$ cat src/rtl/seg_pkg.sv
// Shared segment types, glyph constants and the nibble-to-segment decoder.
package seg_pkg;

  // Segment pattern {a,b,c,d,e,f,g,dp}, active-low.
  typedef logic [7:0] seg_t;

  localparam seg_t SEG_0    = 8'b0000_0011;
  localparam seg_t SEG_1    = 8'b1001_1111;
  localparam seg_t SEG_2    = 8'b0010_0101;
  localparam seg_t SEG_3    = 8'b0000_1101;
  localparam seg_t SEG_4    = 8'b1001_1001;
  localparam seg_t SEG_5    = 8'b0100_1001;
  localparam seg_t SEG_6    = 8'b0100_0001;
  localparam seg_t SEG_7    = 8'b0001_1111;
  localparam seg_t SEG_8    = 8'b0000_0001;
  localparam seg_t SEG_9    = 8'b0000_1001;
  localparam seg_t SEG_A    = 8'b0001_0001;
  localparam seg_t SEG_B    = 8'b1100_0001;
  localparam seg_t SEG_C    = 8'b0110_0011;
  localparam seg_t SEG_D    = 8'b1000_0101;
  localparam seg_t SEG_E    = 8'b0110_0001;
  localparam seg_t SEG_F    = 8'b0111_0001;
  localparam seg_t SEG_DASH = 8'b1111_1101;
  localparam seg_t SEG_OFF  = 8'hFF;

  // Decode one nibble; codes above 9 become a dash when hex is disabled.
  function automatic seg_t seg_decode(input logic [3:0] nib, input logic hex_en);
    seg_t s;
    case (nib)
      4'h0: s = SEG_0;
      4'h1: s = SEG_1;
      4'h2: s = SEG_2;
      4'h3: s = SEG_3;
      4'h4: s = SEG_4;
      4'h5: s = SEG_5;
      4'h6: s = SEG_6;
      4'h7: s = SEG_7;
      4'h8: s = SEG_8;
      4'h9: s = SEG_9;
      4'hA: s = SEG_A;
      4'hB: s = SEG_B;
      4'hC: s = SEG_C;
      4'hD: s = SEG_D;
      4'hE: s = SEG_E;
      default: s = SEG_F;
    endcase
    if (!hex_en && (nib > 4'd9)) s = SEG_DASH;
    return s;
  endfunction

endpackage

$ cat src/rtl/seg_scan_timer.sv
// Slot prescaler and digit index counter for the scanned display.
module seg_scan_timer #(
  parameter int unsigned NUM_DIGITS = 4,
  parameter int unsigned SCAN_DIV   = 50000,
  parameter int unsigned GUARD_CYC  = 500,
  localparam int unsigned IDX_W = (NUM_DIGITS > 1) ? $clog2(NUM_DIGITS) : 1
) (
  input  logic             clk,
  input  logic             rst,
  output logic [IDX_W-1:0] idx,
  output logic             in_guard,
  output logic             frame_wrap
);

  localparam int unsigned CNT_W = (SCAN_DIV > 1) ? $clog2(SCAN_DIV) : 1;

  logic [CNT_W-1:0] cnt;
  logic             cnt_max;
  logic             idx_max;

  assign cnt_max    = (cnt == CNT_W'(SCAN_DIV - 1));
  assign idx_max    = (idx == IDX_W'(NUM_DIGITS - 1));
  assign frame_wrap = cnt_max && idx_max;

  // Guard window at the start of every slot; absent when GUARD_CYC is zero.
  generate
    if (GUARD_CYC == 0) begin : g_no_guard
      assign in_guard = 1'b0;
    end else begin : g_guard
      assign in_guard = (cnt < CNT_W'(GUARD_CYC));
    end
  endgenerate

  // Count cycles within a slot and advance the digit at each slot end.
  always_ff @(posedge clk) begin
    if (rst) begin
      cnt <= '0;
      idx <= '0;
    end else if (cnt_max) begin
      cnt <= '0;
      idx <= idx_max ? '0 : idx + IDX_W'(1);
    end else begin
      cnt <= cnt + CNT_W'(1);
    end
  end

endmodule

$ cat src/rtl/seg_scan_display.sv
// Time-multiplexed N-digit common-anode 7-segment driver with frame-latched data.
module seg_scan_display
  import seg_pkg::*;
#(
  parameter int unsigned NUM_DIGITS = 4,
  parameter int unsigned SCAN_DIV   = 50000,
  parameter int unsigned GUARD_CYC  = 500,
  parameter int unsigned HEX_EN     = 1
) (
  input  logic                    i_clk,
  input  logic                    i_rst,
  input  logic [4*NUM_DIGITS-1:0] i_data,
  input  logic [NUM_DIGITS-1:0]   i_dp,
  input  logic [NUM_DIGITS-1:0]   i_blank,
  input  logic                    i_lzs,
  output logic [NUM_DIGITS-1:0]   o_sel_bcd,
  output logic [7:0]              o_display,
  output logic                    o_frame_tick
);

  localparam int unsigned IDX_W = (NUM_DIGITS > 1) ? $clog2(NUM_DIGITS) : 1;

  logic [IDX_W-1:0]      idx;
  logic                  in_guard;
  logic                  frame_wrap;

  logic [3:0]            sh_digit [NUM_DIGITS];
  logic [NUM_DIGITS-1:0] sh_dp;
  logic [NUM_DIGITS-1:0] sh_blank;
  logic                  sh_lzs;

  logic [NUM_DIGITS-1:0] supp;
  logic                  zero_run;
  logic [NUM_DIGITS-1:0] sel_nxt;
  seg_t                  disp_nxt;

  seg_scan_timer #(
    .NUM_DIGITS (NUM_DIGITS),
    .SCAN_DIV   (SCAN_DIV),
    .GUARD_CYC  (GUARD_CYC)
  ) u_timer (
    .clk        (i_clk),
    .rst        (i_rst),
    .idx        (idx),
    .in_guard   (in_guard),
    .frame_wrap (frame_wrap)
  );

  // Latch a whole frame of inputs at the last cycle of the last slot.
  always_ff @(posedge i_clk) begin
    if (i_rst) begin
      for (int k = 0; k < int'(NUM_DIGITS); k++) sh_digit[k] <= 4'd0;
      sh_dp    <= '0;
      sh_blank <= '0;
      sh_lzs   <= 1'b0;
    end else if (frame_wrap) begin
      for (int k = 0; k < int'(NUM_DIGITS); k++) sh_digit[k] <= i_data[4*k +: 4];
      sh_dp    <= i_dp;
      sh_blank <= i_blank;
      sh_lzs   <= i_lzs;
    end
  end

  // A digit is suppressed when it and every digit to its left are zero (never digit 0).
  always_comb begin
    supp     = '0;
    zero_run = 1'b1;
    for (int k = int'(NUM_DIGITS) - 1; k >= 0; k--) begin
      zero_run = zero_run && (sh_digit[k] == 4'd0);
      if (k > 0) supp[k] = sh_lzs && zero_run;
    end
  end

  // Next select/segment pattern for the current slot position.
  always_comb begin
    sel_nxt  = '1;
    disp_nxt = SEG_OFF;
    if (!in_guard) begin
      sel_nxt[idx] = 1'b0;
      if (!sh_blank[idx]) begin
        if (!supp[idx]) disp_nxt = seg_decode(sh_digit[idx], HEX_EN != 0);
        if (sh_dp[idx]) disp_nxt[0] = 1'b0;
      end
    end
  end

  // Register all outputs; the frame tick follows the capture cycle.
  always_ff @(posedge i_clk) begin
    if (i_rst) begin
      o_sel_bcd    <= '1;
      o_display    <= SEG_OFF;
      o_frame_tick <= 1'b0;
    end else begin
      o_sel_bcd    <= sel_nxt;
      o_display    <= disp_nxt;
      o_frame_tick <= frame_wrap;
    end
  end

endmodule

$ cat config.mk
export PLATFORM = sky130hd
export DESIGN_NAME = seg_scan_display
export DESIGN_NICKNAME = d
export VERILOG_FILES = /design/src/rtl/seg_pkg.sv /design/src/rtl/seg_scan_timer.sv /design/src/rtl/seg_scan_display.sv
export SDC_FILE = /design/constraint.sdc
export NUM_CORES = 1
export LEC_CHECK = 0
export BUFFER_PORTS_ARGS = -buffer_cell sky130_fd_sc_hd__buf_2
export CORE_ASPECT_RATIO = 0.9
export CORE_UTILIZATION = 45
export DETAILED_ROUTE_END_ITERATION = 8
export GPL_ROUTABILITY_DRIVEN = 0
export PLACE_DENSITY = 0.66
export SYNTH_ARGS = -nofsm -noshare
export SYNTH_HDL_FRONTEND = slang
export SYNTH_SLANG_ARGS = --single-unit
$ cat constraint.sdc
create_clock -name i_clk -period 6.2 [get_ports i_clk]
set_input_delay 1.24 -clock i_clk [delete_from_list [all_inputs] [get_ports i_clk]]
set_output_delay 1.24 -clock i_clk [all_outputs]
set_load 0.01 [all_outputs]
==> results of run 1 <==
## metrics by stage
step | total power, W | cell area [sq um] | instances | hold WS, ns
2_1_floorplan | 0.0004209 | 2557 | 222 | 0.4258
3_3_place_gp | 0.0004318 | 2781 | 321 | 0.4444
3_5_place_dp | 0.0004324 | 2781 | 321 | 0.4532
4_1_cts | 0.0007230 | 2942 | 337 | 0.4688
5_1_grt | 0.0007482 | 2942 | 337 | 0.5022
6_report | 0.0007126 | 2942 | 337 | 0.4608
## final timing paths
kind                   startpoint        endpoint  slack [ns]  cells past startpoint
setup reg to reg  u_timer.cnt[12]  sh_digit[0][1]        3.80                      4
hold / removal     u_timer.cnt[0]  u_timer.cnt[0]        0.46                      1
hold reg to reg    u_timer.cnt[0]  u_timer.cnt[0]        0.46                      1
setup / recovery  u_timer.cnt[12]  sh_digit[0][1]        3.80                      4
## worst reg2reg max path: cells and delay by family (launching register included)
kind	cells	cell delay, ns
simple gates	2	0.95
buf+inv	1	0.51
flops	1	0.35
compound gates	1	0.22
## synth_stat cells (2+ instances only)
cell type	count
nand2_1	15
and3_1	2
nand3_1	9
and2_1	16
or2_2	2
ha_1	11
nor4_1	5
inv_1	9
a21oi_1	2
o211ai_1	3
o21ai_0	2
xnor2_1	7
buf_6	3
dfxtp_1	42
mux2i_1	5
mux4_2	7
a22o_2	7
edfxtp_1	16
nand4_1	2
xor2_1	8
nor2_1	23
a22o_1	2
buf_2	2
nand2b_1	3
## layout make-up
cell class	instances	area (sq um)	share of cell area
Multi-Input combinational cell	148	1147	0.3900
Clock buffer	10	127.6	0.04339
Tap cell	67	83.83	0.02850
Sequential cell	58	1321	0.4492
Timing Repair Buffer	39	195.2	0.06635
Inverter	9	33.78	0.01148
Clock inverter	6	32.53	0.01106
## flip-flops by register name, indices dropped and copies added, names as in the netlist, named ones only
signal and cells:
sh_digit 16, o_frame_tick 1, u_timer.idx 2, o_display 8, sh_lzs 1, sh_blank 4
u_timer.cnt 16, sh_dp 4, o_sel_bcd 4
## layer usage
| layer | share of wire | global-route usage |
|---|---|---|
| met2 | 0.41 | 0.2213 |
| met5 | 0 | 0 |
| met1 | 0.52 | 0.2291 |
| met3 | 0.054 | 0.08571 |
| met4 | 0.012 | 0.07143 |
## report_power, final
part	internal, W	leakage [nW]	switching, W	total (W)
logic	0.0000125	0.520	0.0000138	0.0000263
clock network	0.000142	0.0905	0.000147	0.000289
registers	0.000394	0.504	0.00000352	0.000397
## cells by family (layout without fill, tap and decap cells)
logic type	count (synthesis)	count (layout)	share of synthesized area
and+or+nand+nor	88	88	0.1918
DFF	58	58	0.5166
AOI/OAI and AO/OA	22	22	0.07046
buffers and inverters	16	64	0.03473
xor gates and xnor gates	15	15	0.05137
muxes	12	12	0.08121
adders and majority gates	11	11	0.05382
==> metrics.yaml, run 1 <==
yosys:
  synth_top_area_share: 0.3288
  synthCells: 222
  synthesis.area_sq_mm: 0.002557
  yosys_warnings: 0
  async_flop_share: 0
  avgSynthCellArea_sq_um: 11.52
  synth_area_leader_cell: "dfxtp_1"
  synth_seq_area_share: 0.5166
  ys_top_cells_by_area: "dfxtp_1 33%, edfxtp_1 19%, mux4_2 6.2%"
  syn_nets: 260
  synth_edf_count: 16
  ys_ff_latch: 58
  ys.flop_type: "dfxtp_1"
  ys_types: 43
setup_path:
  crit_type: "flop to flop"
  crit_required_ns: 6.17
  worstSetupStartpointType: "flop"
  max_stage_delay_ns: 0.57
  cp_slowest_cell: "or4_4"
  worstPathMaxFanout: 17
  cpLargestDelayFamily: "simple AND/OR/NAND/NOR gates"
  critPathArrivalTime_ns: 2.37
  crit_chain: "or4_4 -> nor4_4 -> a21oi_2 -> inv_1"
  critPathBufInv: 1
  endpoint_kind: "flop"
timing:
  fin_crit_ns: 2.401
  fin_skew_ns: 0.006069
  fin_tns_setup_ns: 0
  maxSlewHeadroom: 0.4939
  rsz0062_at_grt: "false"
  tightestPinTransition_ns: 0.7522
  maxSlewViolCount: 0
  period_share: 0.3872
  setup_ws_ns: 3.799
  setup_viol: 0
  fmax_ghz: 0.4166
  hold_violations: 0
clock_network:
  cts_tree: "done"
  holdBufCountCts: 0
  clk_latency_ns: 0.34
  cts_buffer_depth: 2
  h-tree-depth: 3
  cts_setup_buffers: 0
  clockRootBuffer: "clkbuf_8"
  cts_buffers: 9
  clkTransAtPathRegs_ns: 0.06
  cts_sinks: 58
  cts_resized: 0
job:
  drv_cap: 0
route:
  route.detailed.drc: 0
  wl_per_cell_um: 12.96
  viasPerCell: 5.009
  drtPass1Iterations: 4
  wirelength_mm: 4.366
  vias: 1688
  drtIter0Drc: 67
  ant_nets: 0
grt:
  grt_max_degree: 27
  grt_pass1_vias: 1477
  antenna_found_initial: 0
  grt_pass1_wl_mm: 7.176
  gr-total-overflow: 0
  grt_usage: 0.1683
placement:
  port_buffers: 39
  dp_hpwl_mm: 3.094
  post-place-ws_ns: 3.626
die:
  die_x_um: 81.47
  rows: 25
  dieHeight_um: 73.52
  initial_utilization: 0.4781
  die_area_sq_mm: 0.005989
  core_sq_mm: 0.005349
  io_pins: 40
cells_and_area:
  syn2layout_area_growth_pct: 15.02
  finalCoreUtilization: 0.5499
  nets: 303
  final_layout_size_suffix_gt1_frac: 0.2815
  layout_common_cells: "42 x dfxtp_1, 39 x buf_2, 23 x nor2_1, 16 x and2_1, 16 x edfxtp_1"
  diodes: 0
  fillers: 480
  final_common_cell: "dfxtp_1"
power_and_ir_drop:
  p_leak_nw: 1.115
  p_per_area_mw_per_mm2: 242.3
  vdd.ir_drop.worst_mv: 0.1759
status:
  status: "finished, final reports clean"
min_path:
  hold_class: "flop to flop"
Power figures use the tool's default switching activity.
==> run 2: changes to the inputs <==
--- a/config.mk
+++ b/config.mk
@@ -5,12 +5,13 @@
 export SDC_FILE = /design/constraint.sdc
 export NUM_CORES = 1
 export LEC_CHECK = 0
+export ABC_AREA = 1
 export BUFFER_PORTS_ARGS = -buffer_cell sky130_fd_sc_hd__buf_2
 export CORE_ASPECT_RATIO = 0.9
 export CORE_UTILIZATION = 45
 export DETAILED_ROUTE_END_ITERATION = 8
 export GPL_ROUTABILITY_DRIVEN = 0
-export PLACE_DENSITY = 0.66
+export PLACE_DENSITY = 0.67
 export SYNTH_ARGS = -nofsm -noshare
 export SYNTH_HDL_FRONTEND = slang
 export SYNTH_SLANG_ARGS = --single-unit
==> constraint.sdc (replaced) <==
create_clock -name i_clk -period 2 [get_ports i_clk]
set_input_delay 0.4 -clock i_clk [delete_from_list [all_inputs] [get_ports i_clk]]
set_output_delay 0.4 -clock i_clk [all_outputs]
set_load 0.01 [all_outputs]
==> metrics.yaml, run 2 <==
route:
  viasPerCell: 4.829  # -3.6%
  wirelength_mm: 5.665  # +30%
  ant_nets: 0  # unchanged
  route.detailed.drc: 0  # unchanged
  wl_per_cell_um: 10.87  # -16%
  drtIter0Drc: 153  # +130%
  drtPass1Iterations: 7  # +3
  vias: 2516  # +49%
setup_path:
  worstSetupStartpointType: "flop"
  crit_type: "flop to flop"
  critPathArrivalTime_ns: 1.98  # -0.39 ns
  crit_required_ns: 2.17  # -4.00 ns
  worstPathMaxFanout: 17  # unchanged
  endpoint_kind: "flop"
cells_and_area:
  layout_common_cells: "103 x nand2_1, 52 x nand3_1, 46 x nor2_1, 44 x inv_1, 41 x dfxtp_1"
  multi_input_area_sq_mm: 0.001384  # +21%
  postLayoutCellArea_sq_mm: 0.003406  # +16%
  diodes: 0  # unchanged
  nets: 467  # +54%
  syn2layout_area_growth_pct: 16.62
  final_common_cell: "nand2_1"
  top_regs: "sh_digit (16), u_timer.cnt (16), o_display (8)"
  regArea_sq_mm: 0.001323  # about the same
  fillers: 608  # +27%
  final_layout_size_suffix_gt1_frac: 0.1820  # -0.09945
grt:
  antenna_found_initial: 0  # unchanged
  met3_usage: 0.05363  # -0.03209
  grt_util_met1: 0.2502  # +0.02105
  grt_pass1_vias: 2244  # +52%
  use_met2: 0.2843  # +0.06296
  grt.busiest_layer: "met2"
  grt_usage: 0.1867  # +0.01841
  grt_max_degree: 18  # -33%
  grt_pass1_wl_mm: 9.880  # +38%
  gr-total-overflow: 0  # unchanged
power_and_ir_drop:
  netSwitchingFraction: 0.2258  # -0.004486
  power_frac_comb: 0.054  # +0.017
  vdd.ir_drop.worst_mv: 0.4427  # +150%
  p_int_w: 0.001787  # +230%
  p_leak_nw: 1.488  # +33%
  total_power_w: 0.002308  # +220%
  seq_power_share: 0.537  # -0.021
  clock_power_share: 0.409  # +0.004
  p_per_area_mw_per_mm2: 677.7  # +180%
  p_sw_w: 0.0005211  # +220%
status:
  status: "finished, final reports clean"
die:
  core_sq_mm: 0.006182  # +16%
  rows: 27  # +8.0%
  die_area_sq_mm: 0.006816  # +14%
  die_x_um: 86.92  # +6.7%
  initial_utilization: 0.4724  # -0.005755
  dieHeight_um: 78.43  # +6.7%
  io_pins: 40  # unchanged
timing:
  fin_crit_ns: 1.808  # -0.5922 ns
  tightestPinTransition_ns: 0.4654  # -0.2868 ns
  rsz0062_at_grt: "false"
  setup_viol: 0  # unchanged
  maxSlewHeadroom: 0.6894  # +0.1955
  fmax_ghz: 0.5530  # +33%
  hold_violations: 0  # unchanged
  fin_skew_ns: 0.007394  # +0.001324 ns
  maxSlewViolCount: 0  # unchanged
  fin_tns_setup_ns: 0  # unchanged
  period_share: 0.9042  # +0.5170
clock_network:
  cts_resized: 0  # unchanged
  holdBufCountCts: 0  # unchanged
  cts_tree: "done"
  cts_sinks: 58  # unchanged
  clkTransAtPathRegs_ns: 0.06  # about the same
  cts_buffers: 9  # unchanged
  h-tree-depth: 3  # unchanged
  clockRootBuffer: "clkbuf_8"
  cts_setup_buffers: 0  # unchanged
  clk_latency_ns: 0.33  # about the same
  cts_buffer_depth: 2  # unchanged
yosys:
  synthesis.area_sq_mm: 0.002920  # +14%
  ys_ff_latch: 58  # unchanged
  avgSynthCellArea_sq_um: 7.705  # -33%
  yosys_warnings: 0  # unchanged
  ys_top_cells_by_area: "dfxtp_1 29%, edfxtp_1 16%, nand2_1 13%"
  synth_edf_count: 16  # unchanged
  synthTopCellsByCount: "103 x nand2_1, 52 x nand3_1, 46 x nor2_1"
  synth_seq_area_share: 0.4524  # -0.06419
  synth.most_common_cell: "nand2_1"
  syn_nets: 417  # +60%
  ys.flop_type: "dfxtp_1"
  async_flop_share: 0  # unchanged
  synth_area_leader_cell: "dfxtp_1"
  synth_top_area_share: 0.2879  # -0.04085
  ys_types: 26  # -40%
  synthCells: 379  # +71%
placement:
  postPlaceCellArea_sq_mm: 0.003231  # +16%
  port_buffers: 39  # unchanged
  dp_hpwl_mm: 4.228  # +37%
job:
  drv_cap: 0  # unchanged
min_path:
  hold_class: "input pin to flop"
-- run 2: cell count changes in the layout (fill, tap and decap cells not counted), sizes merged, moves of 6 or more --
| cell | change |
|---|---|
| nor2 | +33 |
| a21oi | +8 |
| and2 | -16 |
| a22o | -9 |
| inv | +34 |
| nand4 | +11 |
| nand2 | +88 |
| nor4 | -7 |
| nand3 | +46 |
| mux4 | -7 |
| xnor2 | -6 |
| buf | +7 |
-- run 2: cell families (layout without fill, tap and decap cells) --
| family | count (synthesis) | after routing | share of synthesized area |
|---|---|---|---|
| xor gates and xnor gates | 4 | 4 | 0.01200 |
| DFF | 58 | 58 | 0.4524 |
| AOI/OAI and AO/OA | 15 | 15 | 0.02613 |
| and+or+nand+nor | 239 | 239 | 0.3886 |
| buffers and inverters | 52 | 107 | 0.07369 |
| adders and majority gates | 11 | 11 | 0.04713 |
-- run 2: per-stage QoR --
| step | std cells | hold slack, ns | utilization | setup WS, ns |
|---|---|---|---|---|
| finish | 521 | 0.3016 | 0.5509 | 0.1917 |
| floorplan | 379 | 0.4176 | - | 0.1061 |
| detailed placement | 505 | 0.4366 | 0.5226 | 0.2145 |
| global placement | 505 | 0.4276 | 0.5226 | 0.2271 |
| global route | 521 | 0.2990 | 0.5509 | 0.02843 |
| CTS | 521 | 0.2900 | 0.5507 | 0.1871 |
-- run 2: cell type report --
class / count / share of cell area
clock buffer: 13 / 0.04666
clock inverter: 3 / 0.004409
inverter: 45 / 0.04960
multi-input combinational: 269 / 0.4063
sequential: 58 / 0.3883
tap: 87 / 0.03196
timing repair buffer: 46 / 0.07274
-- run 2: path summary, 6_finish.rpt --
check,start,to,slack (ns),depth (start not counted)
max,u_timer.cnt[0],sh_digit[1][0],0.19,6
min,i_rst,u_timer.idx[1],0.30,2
max reg2reg,u_timer.cnt[0],sh_digit[1][0],0.19,6
min reg2reg,u_timer.cnt[0],u_timer.cnt[0],0.45,1
-- run 2: layer usage --
layer / up-vias / routed length, um
met5: - / 0
met4: 0 / 72
met3: 7 / 228
met2: 58 / 2479
met1: 1132 / 2885
li1: 1319 / -
-- run 2: power groups by stage --
stage               clock (W)  combinational, W  sequential (W)
floorplan                   0         0.0000797         0.00126
global placement            0          0.000122         0.00126
detailed placement          0          0.000124         0.00127
CTS                  0.000974          0.000125         0.00124
global route          0.00102          0.000145         0.00124
finish               0.000943          0.000125         0.00124
-- run 2: worst max-delay path, stage by stage (launching register included) --
cell	delay, ns
dfxtp_1	0.35
ha_1	0.21
nand3_2	0.14
or2_4	0.29
nor2_8	0.16
nand3_4	0.30
nor2_1	0.20
==> run 3: changes to the inputs <==
--- a/config.mk
+++ b/config.mk
@@ -8,6 +8,7 @@
 export ABC_AREA = 1
 export BUFFER_PORTS_ARGS = -buffer_cell sky130_fd_sc_hd__buf_2
 export CORE_ASPECT_RATIO = 0.9
+export CORE_MARGIN = 8
 export CORE_UTILIZATION = 45
 export DETAILED_ROUTE_END_ITERATION = 8
 export GPL_ROUTABILITY_DRIVEN = 0
@@ -15,3 +16,4 @@
 export SYNTH_ARGS = -nofsm -noshare
 export SYNTH_HDL_FRONTEND = slang
 export SYNTH_SLANG_ARGS = --single-unit
+export TNS_END_PERCENT = 100
==> metrics.yaml, run 3 (synthesized netlist as in run 2, its figures left out) <==
cells_and_area:
  fillers: 619  # +1.8%
  final_common_cell: "nand2_1"
  layout_common_cells: "103 x nand2_1, 52 x nand3_1, 46 x nor2_1, 44 x inv_1, 41 x dfxtp_1"
  top_regs: "sh_digit (16), u_timer.cnt (16), o_display (8)"
  final_cell_count_no_fill: 523  # +0.38%
  diodes: 0  # unchanged
  nets: 466  # -0.21%
  final_layout_size_suffix_gt1_frac: 0.1824  # +0.0004204
  postLayoutCellArea_sq_mm: 0.003442  # +1.1%
  syn2layout_area_growth_pct: 17.87
route:
  wl_per_cell_um: 11.41  # +5.0%
  ant_nets: 0  # unchanged
  viasPerCell: 4.782  # -0.98%
  drtPass1Iterations: 5  # -2
  wirelength_mm: 5.969  # +5.4%
  vias: 2501  # -0.60%
  route.detailed.drc: 0  # unchanged
  drtIter0Drc: 125  # -18%
setup_path:
  crit_type: "flop to flop"
  critPathBufInv: 0  # unchanged
  cpLargestDelayFamily: "simple AND/OR/NAND/NOR gates"
  worstPathMaxFanout: 17  # unchanged
  crit_required_ns: 2.18  # about the same
  endpoint_kind: "flop"
  worstSetupStartpointType: "flop"
  max_stage_delay_ns: 0.35  # about the same
  critPathArrivalTime_ns: 1.99  # about the same
  cp_slowest_cell: "dfxtp_1"
  crit_chain: "ha_1 -> nand3_2 -> or2_4 -> nor2_8 -> nand3_4 -> nor2_1"
die:
  initial_utilization: 0.4555  # -0.01687
  die_area_sq_mm: 0.009327  # +37%
  rows: 28  # +3.7%
  core_sq_mm: 0.006411  # +3.7%
  dieHeight_um: 92.43  # +18%
  io_pins: 40  # unchanged
  die_x_um: 100.9  # +16%
clock_network:
  cts_buffer_depth: 2  # unchanged
  h-tree-depth: 3  # unchanged
  cts_tree: "done"
  clkTransAtPathRegs_ns: 0.07  # about the same
  clk_latency_ns: 0.33  # about the same
  clockRootBuffer: "clkbuf_8"
  cts_buffers: 9  # unchanged
  cts_resized: 0  # unchanged
  holdBufCountCts: 0  # unchanged
  cts_sinks: 58  # unchanged
  cts_setup_buffers: 0  # unchanged
timing:
  fin_skew_ns: 0.01184  # +0.004442 ns
  setup_viol: 0  # unchanged
  period_share: 0.9072  # +0.003007
  fmax_ghz: 0.5512  # -0.33%
  whs_ns: 0.2934  # -0.008259 ns
  fin_crit_ns: 1.814  # +0.006014 ns
  maxSlewViolCount: 0  # unchanged
  fin_tns_setup_ns: 0  # unchanged
  rsz0062_at_grt: "false"
  tightestPinTransition_ns: 0.3784  # -0.08702 ns
  maxSlewHeadroom: 0.7477  # +0.05836
  hold_violations: 0  # unchanged
grt:
  grt_pass1_wl_mm: 10.45  # +5.7%
  antenna_found_initial: 0  # unchanged
  grt_pass1_vias: 2351  # +4.8%
  gr-total-overflow: 0  # unchanged
  grt_max_degree: 19  # +1
  grt_usage: 0.1392  # -0.04752
job:
  drv_cap: 0  # unchanged
power_and_ir_drop:
  p_per_area_mw_per_mm2: 726.4  # +7.2%
  p_leak_nw: 1.497  # +0.60%
  netSwitchingFraction: 0.2177  # -0.008041
  power_frac_comb: 0.050  # -0.004
  total_power_w: 0.002500  # +8.3%
  vdd.ir_drop.worst_mv: 0.3309  # -25%
  seq_power_share: 0.496  # -0.041
  clock_power_share: 0.455  # +0.046
  p_int_w: 0.001956  # +9.5%
  p_sw_w: 0.0005444  # +4.5%
placement:
  dp.cells: 507  # +0.40%
  port_buffers: 39  # unchanged
  dp_hpwl_mm: 4.503  # +6.5%
  postPlaceCellArea_sq_mm: 0.003227  # -0.12%
min_path:
  hold_class: "input pin to flop"
status:
  status: "finished, final reports clean"
## run 3: final cells by class
| cell class | count | area (sq um) | area share |
|---|---|---|---|
| flip-flops and latches | 58 | 1323 | 0.3842 |
| well taps | 90 | 112.6 | 0.03272 |
| multi-input cells | 269 | 1384 | 0.4020 |
| repair buffers | 45 | 240.2 | 0.06979 |
| inverters | 45 | 168.9 | 0.04907 |
| clock buffers | 12 | 166.4 | 0.04835 |
| clock inverters | 4 | 47.55 | 0.01381 |
## run 3: metal layers
metal / GRT usage / vias to the layer above / wire [um]
li1: - / 1317 / -
met1: 0.1741 / 1120 / 2934
met2: 0.2144 / 60 / 2753
met3: 0.05172 / 4 / 249
met4: 0.04957 / 0 / 31
met5: 0 / - / 0
## run 3: power groups by stage
stage	logic, W	registers, W	clock network [W]
floorplan	0.0000797	0.00126	0
global placement	0.000123	0.00127	0
detailed placement	0.000125	0.00127	0
CTS	0.000125	0.00124	0.00118
global route	0.000142	0.00124	0.00123
finish	0.000125	0.00124	0.00114
## run 3: worst reg2reg max path, stage by stage, from the launching register on
cell	delay [ns]
dfxtp_1	0.35
ha_1	0.21
nand3_2	0.12
or2_4	0.28
nor2_8	0.20
nand3_4	0.32
nor2_1	0.20
## run 3: per-stage QoR
step / worst slack (ns) / utilization
floorplan: 0.1061 / -
CTS: 0.1587 / 0.5367
finish: 0.1856 / 0.5369
global placement: 0.2299 / 0.5033
detailed placement: 0.1706 / 0.5033
global route: 0.01216 / 0.5369
## run 3: final timing paths
kind                                      from        endpoint  slack (ns)  cells after the start
worst max-delay path            u_timer.cnt[0]  sh_digit[2][2]        0.19                      6
worst min-delay path                     i_rst            flop        0.29                      2
worst max register to register  u_timer.cnt[0]  sh_digit[2][2]        0.19                      6
worst min register to register  u_timer.cnt[0]  u_timer.cnt[0]        0.45                      1
